$ cat src/rtl/dma_fp_responder.sv
// CPU-side responder for the external DMA / front-panel write bus.
// Define DMA_TIMEOUT_EN to add the idle-grant timeout and the dma_timeout port.
module dma_fp_responder #(
  parameter int SYNC_STAGES    = 2,
  parameter int ADDR_W         = 24,
  parameter int DATA_W         = 8,
  parameter int CNT_W          = 16,
  parameter int TIMEOUT_CYCLES = 65535
) (
  input  logic              clk,
  input  logic              reset,
  input  logic              dma_req,
  output logic              dma_ack,
  input  logic [ADDR_W-1:0] fp_bus_addr,
  input  logic [DATA_W-1:0] fp_bus_data,
  input  logic              fp_write,
  input  logic              cpu_busy,
  output logic              cpu_hold,
  output logic [ADDR_W-1:0] mem_addr,
  output logic [DATA_W-1:0] mem_wdata,
  output logic              mem_we,
  input  logic              mem_wait,
  output logic              dma_active,
  output logic              dma_overrun,
`ifdef DMA_TIMEOUT_EN
  output logic              dma_timeout,
`endif
  output logic [CNT_W-1:0]  dma_write_count
);

  typedef enum logic [2:0] {IDLE, HOLD, GRANT, WRITE, RELEASE} state_t;

  state_t                 state;
  logic [SYNC_STAGES-1:0] req_sync;
  logic [SYNC_STAGES-1:0] wr_sync;
  logic                   wr_prev;
  logic [ADDR_W-1:0]      cap_addr;
  logic [DATA_W-1:0]      cap_data;
  logic [ADDR_W-1:0]      pend_addr;
  logic [DATA_W-1:0]      pend_data;
  logic                   pend_valid;
  logic                   hold_settled;
  logic                   req_s;
  logic                   wr_edge;
`ifdef DMA_TIMEOUT_EN
  logic [31:0]            idle_cnt;
  logic                   forced;
`endif

  assign req_s   = req_sync[SYNC_STAGES-1];
  assign wr_edge = wr_sync[SYNC_STAGES-1] & ~wr_prev;

  // Address/data are captured as soon as the strobe reaches the first flop,
  // while the master still guarantees them stable.
  always_ff @(posedge clk) begin
    if (reset) begin
      req_sync <= '0;
      wr_sync  <= '0;
      wr_prev  <= 1'b0;
      cap_addr <= '0;
      cap_data <= '0;
    end else begin
      req_sync <= {req_sync[SYNC_STAGES-2:0], dma_req};
      wr_sync  <= {wr_sync[SYNC_STAGES-2:0], fp_write};
      wr_prev  <= wr_sync[SYNC_STAGES-1];
      if (fp_write && !wr_sync[0]) begin
        cap_addr <= fp_bus_addr;
        cap_data <= fp_bus_data;
      end
    end
  end

  always_ff @(posedge clk) begin
    if (reset) begin
      state           <= IDLE;
      dma_ack         <= 1'b0;
      cpu_hold        <= 1'b0;
      dma_active      <= 1'b0;
      mem_we          <= 1'b0;
      mem_addr        <= '0;
      mem_wdata       <= '0;
      dma_overrun     <= 1'b0;
      dma_write_count <= '0;
      pend_addr       <= '0;
      pend_data       <= '0;
      pend_valid      <= 1'b0;
      hold_settled    <= 1'b0;
`ifdef DMA_TIMEOUT_EN
      idle_cnt        <= '0;
      forced          <= 1'b0;
      dma_timeout     <= 1'b0;
`endif
    end else begin
`ifdef DMA_TIMEOUT_EN
      dma_timeout <= 1'b0;
`endif
      unique case (state)
        IDLE: begin
          if (req_s) begin
            state        <= HOLD;
            cpu_hold     <= 1'b1;
            hold_settled <= 1'b0;
          end
        end
        // cpu_busy is trusted only after the CPU has seen cpu_hold for a cycle.
        HOLD: begin
          if (!req_s) begin
            state    <= IDLE;
            cpu_hold <= 1'b0;
          end else if (hold_settled && !cpu_busy) begin
            state           <= GRANT;
            dma_ack         <= 1'b1;
            dma_active      <= 1'b1;
            dma_write_count <= '0;
            dma_overrun     <= 1'b0;
            pend_valid      <= 1'b0;
`ifdef DMA_TIMEOUT_EN
            idle_cnt        <= '0;
`endif
          end else begin
            hold_settled <= 1'b1;
          end
        end
        GRANT: begin
          if (pend_valid || wr_edge) begin
            state  <= WRITE;
            mem_we <= 1'b1;
`ifdef DMA_TIMEOUT_EN
            idle_cnt <= '0;
`endif
            if (pend_valid) begin
              mem_addr  <= pend_addr;
              mem_wdata <= pend_data;
              if (wr_edge) begin
                pend_addr <= cap_addr;
                pend_data <= cap_data;
              end else begin
                pend_valid <= 1'b0;
              end
            end else begin
              mem_addr  <= cap_addr;
              mem_wdata <= cap_data;
            end
          end else if (!req_s) begin
            state      <= RELEASE;
            dma_ack    <= 1'b0;
            dma_active <= 1'b0;
            cpu_hold   <= 1'b0;
`ifdef DMA_TIMEOUT_EN
          end else if (idle_cnt == 32'(TIMEOUT_CYCLES - 1)) begin
            state       <= RELEASE;
            dma_ack     <= 1'b0;
            dma_active  <= 1'b0;
            cpu_hold    <= 1'b0;
            forced      <= 1'b1;
            dma_timeout <= 1'b1;
          end else begin
            idle_cnt <= idle_cnt + 1;
`endif
          end
        end
        // A strobe arriving mid-write parks in the single pending slot.
        WRITE: begin
          if (wr_edge) begin
            if (!pend_valid) begin
              pend_valid <= 1'b1;
              pend_addr  <= cap_addr;
              pend_data  <= cap_data;
            end else begin
              dma_overrun <= 1'b1;
            end
          end
          if (!mem_wait) begin
            state  <= GRANT;
            mem_we <= 1'b0;
            if (dma_write_count != '1)
              dma_write_count <= dma_write_count + 1'b1;
          end
        end
        RELEASE: begin
`ifdef DMA_TIMEOUT_EN
          if (!forced || !req_s) begin
            state  <= IDLE;
            forced <= 1'b0;
          end
`else
          state <= IDLE;
`endif
        end
        default: state <= IDLE;
      endcase
    end
  end

endmodule

$ cat config.mk
export PLATFORM = sky130hd
export DESIGN_NAME = dma_fp_responder
export DESIGN_NICKNAME = d
export VERILOG_FILES = /design/src/rtl/dma_fp_responder.sv
export SDC_FILE = /design/constraint.sdc
export NUM_CORES = 1
export LEC_CHECK = 0
export BUFFER_PORTS_ARGS = -buffer_cell sky130_fd_sc_hd__buf_4
export CAP_MARGIN = 20
export CELL_PAD_IN_SITES_DETAIL_PLACEMENT = 2
export CELL_PAD_IN_SITES_GLOBAL_PLACEMENT = 2
export CORE_ASPECT_RATIO = 0.5
export CORE_MARGIN = 2
export CORE_UTILIZATION = 35
export CTS_CLUSTER_DIAMETER = 150
export DETAILED_ROUTE_END_ITERATION = 6
export PLACE_DENSITY_LB_ADDON = 0.1
export SYNTH_ARGS = -nofsm -noshare
export SYNTH_HDL_FRONTEND = slang
export SYNTH_SLANG_ARGS = --single-unit
$ cat constraint.sdc
create_clock -name clk -period 2.9 [get_ports clk]
set_input_delay 0.435 -clock clk [delete_from_list [all_inputs] [get_ports clk]]
set_output_delay 0.435 -clock clk [all_outputs]
set_load 0.05 [all_outputs]
==> flow_metrics.py <==
metrics = {
    "place": {
        "dp_slack_ns": 0.5672,
        "gp_congestion": 0.8244,
        "hpwl_um": 10430,
        "place_area_mm2": 0.006047,
        "portBuffers": 90,
    },
    "setup_path": {
        "worstPathArrival_ns": 2.73,
        "rrSetupSlack_ns": 0.47,
        "crit_family": "simple AND/OR/NAND/NOR gates",
        "crit_type": "reg2reg",
        "critPathLaunchType": "flip-flop",
        "reg2regPathDepth": 5,
        "cp_max_fo": 35,
        "slowest_delay_ns": 0.62,
        "r2r-end": "mem_addr[20]",
        "r2r-start": "state[1]",
        "required_ns": 3.20,
        "end_kind": "flip-flop",
        "worstPathCellList": "nor3b_1 -> a21boi_4 -> buf_4 -> nor2_1 -> a211oi_1",
        "cp_slowest_cell": "dfxtp_1",
        "cp.depth": 5,
        "critical_path_buf_inv_count": 1,
    },
    "synth": {
        "ys_seq_elements": 126,
        "syn-mean-instance-area_um2": 8.402,
        "ys_seq_area_share_pct": 48.58,
        "yosys-top-cells-area": "dfxtp_1 49%, nand2_1 10%, a21oi_1 7.3%",
        "synthArstFlopShare_pct": 0,
        "postSynthCellCount": 618,
        "synth_top_area_cell": "dfxtp_1",
        "syn_nets": 657,
        "synth.most_common_cell": "nand2_1",
        "ys_top_cells_by_count": "139 x nand2_1, 126 x dfxtp_1, 76 x a21oi_1, 47 x nor2_1, 35 x mux2i_1",
        "yosysUniqueCellTypes": 53,
        "ys.flop_type": "dfxtp_1",
        "ys_warn_count": 0,
        "yosys.area.top_type_share_pct": 48.58,
        "synth_edf_count": 0,
        "netlist_area_mm2": 0.005192,
    },
    "detailed_routing": {
        "antenna_left": 0,
        "drc": 0,
        "first_pass_iters": 4,
        "postRouteWirelength_um": 16330,
        "drt_iter0_markers": 177,
        "wl_per_cell_um": 18.11,
        "via_count": 4809,
        "vias_per_cell": 5.331,
    },
    "finish": {
        "antenna_cells": 0,
        "nNetsFinal": 730,
        "layout-drive-gt1-share_pct": 19.89,
        "stdcell_area_mm2": 0.006626,
        "area_growth_pct": 27.61,
        "n_fill_cell": 1626,
    },
    "status": {
        "outcome": "complete, no violations",
    },
    "clocking": {
        "htree_levels": 4,
        "cts_buffer_depth": 2,
        "hold_buffers": 0,
        "cts_sinks": 126,
        "root_buffer": "clkbuf_16",
        "cts_buffers": 17,
        "ctsResizeCount": 0,
        "tritoncts": "built",
        "clkTransAtPathRegs_ns": 0.06,
        "insertion_delay_ns": 0.42,
        "cts_setup_buffers": 0,
    },
    "timing": {
        "fin_crit_sh_pct": 83.62,
        "rsz0062_at_grt": "no",
        "clock_skew_ns": 0.007383,
        "setup_ws_ns": 0.4750,
        "tightest_slew_ns": 0.9187,
        "max_freq_ghz": 0.4124,
        "hold_viol_final": 0,
        "setup_tns_ns": 0,
        "slew_headroom_pct": 38.62,
        "setup_viol": 0,
        "maxSlewViolCount": 0,
        "fin_crit_ns": 2.425,
    },
    "global_routing": {
        "grt_overflow_total": 0,
        "grt_start_max_net_pins": 83,
        "grt_pass1_vias": 5085,
        "grt_pass1_wl_um": 26770,
        "grt_antenna_before_repair": 0,
        "grt.total_usage_pct": 21.47,
    },
    "die": {
        "io_pins": 91,
        "die_area_mm2": 0.01589,
        "die_w_um": 176.3,
        "core_mm2": 0.01447,
        "row_count": 31,
        "die_h_um": 90.13,
        "initial_utilization_pct": 35.89,
    },
    "power_and_ir_drop": {
        "p_leak_nw": 2.368,
        "peakVddDrop_v": 0.0003842,
        "power-per-cell-area_mw_per_mm2": 679.6,
    },
    "min_path": {
        "min_from": "dma_req",
        "hp-class": "in2reg",
        "min_to": "req_sync[0]",
        "min_path_cells": 2,
    },
    "job": {
        "cap_violations": 0,
    },
}
stage by stage:
step	util, %	hold slack, ns	cells	total power (W)
detailed placement	41.80	0.4477	870	0.002443
CTS	45.80	0.2376	902	0.004542
global route	45.80	0.2395	902	0.004683
floorplan	-	0.4138	618	0.002254
finish	45.80	0.2410	902	0.004503
global placement	41.80	0.4193	870	0.002425
routing by layer:
layer	GRT usage (%)	part of all wire [%]
met5	0	0
met4	6.543	1.3
met3	4.146	2.8
met2	38.40	51
met1	26.05	45
layout make-up:
class / instances / area (um^2) / share of cell area [%]
Sequential cell: 126 / 2524 / 38.09
Multi-Input combinational cell: 440 / 2477 / 37.39
Timing Repair Buffer: 100 / 775.7 / 11.71
Clock buffer: 20 / 466.7 / 7.043
Tap cell: 198 / 247.7 / 3.739
Clock inverter: 12 / 112.6 / 1.699
Inverter: 6 / 22.52 / 0.3399
registers in the layout, summed over array words and instances, names as in the netlist, 2 cells and up:
register	count
cap_addr	24
cap_data	8
dma_write_count	16
mem_addr	24
mem_wdata	8
pend_addr	24
pend_data	8
req_sync	2
state	3
wr_sync	2
logic make-up (layout without fill, tap and decap cells):
family,after synthesis,after routing,share of synthesized area [%]
xor+xnor,1,1,0.1687
mux,35,35,6.747
buf+inv,52,138,4.072
compound gates,158,158,18.99
fa+ha+maj,1,1,0.2409
flops,126,126,48.58
simple gates,245,245,21.21
cell usage in the layout (no fill, tap or decap), drive strengths merged, types with 2 or more instances in the layout:
cell type and count:
a22oi 3, or4 4, a21oi 76, a32oi 2, a211oi 33, nand2 139
inv 6, a31oi 10, nand2b 4, nor3b 2, and4 2, nor2 47
a41oi 3, nor2b 8, nand4 8, and2 3, clkinvlp 5, clkinv 6
nor3 6, o21a 3, a2bb2oi 2, dfxtp 126, clkbuf 20, o211ai 4
nand3 9, a21o 2, nor4 4, mux2i 35, and4b 2, o21ai 12
buf 100
power by group:
group	switching, W	internal (W)
Combinational	0.000327	0.000189
Clock	0.000842	0.00125
Sequential	0.0000919	0.00180
worst max-delay path by stage:
stage                                     to                from
after CTS                       mem_addr[20]            state[1]
after global routing            mem_addr[20]            state[1]
after floorplan           dma_write_count[1]  dma_write_count[1]
after global placement    dma_write_count[8]  dma_write_count[1]
after detailed placement        mem_wdata[3]            state[1]
final                           mem_addr[20]            state[1]
Power figures use the tool's default switching activity.
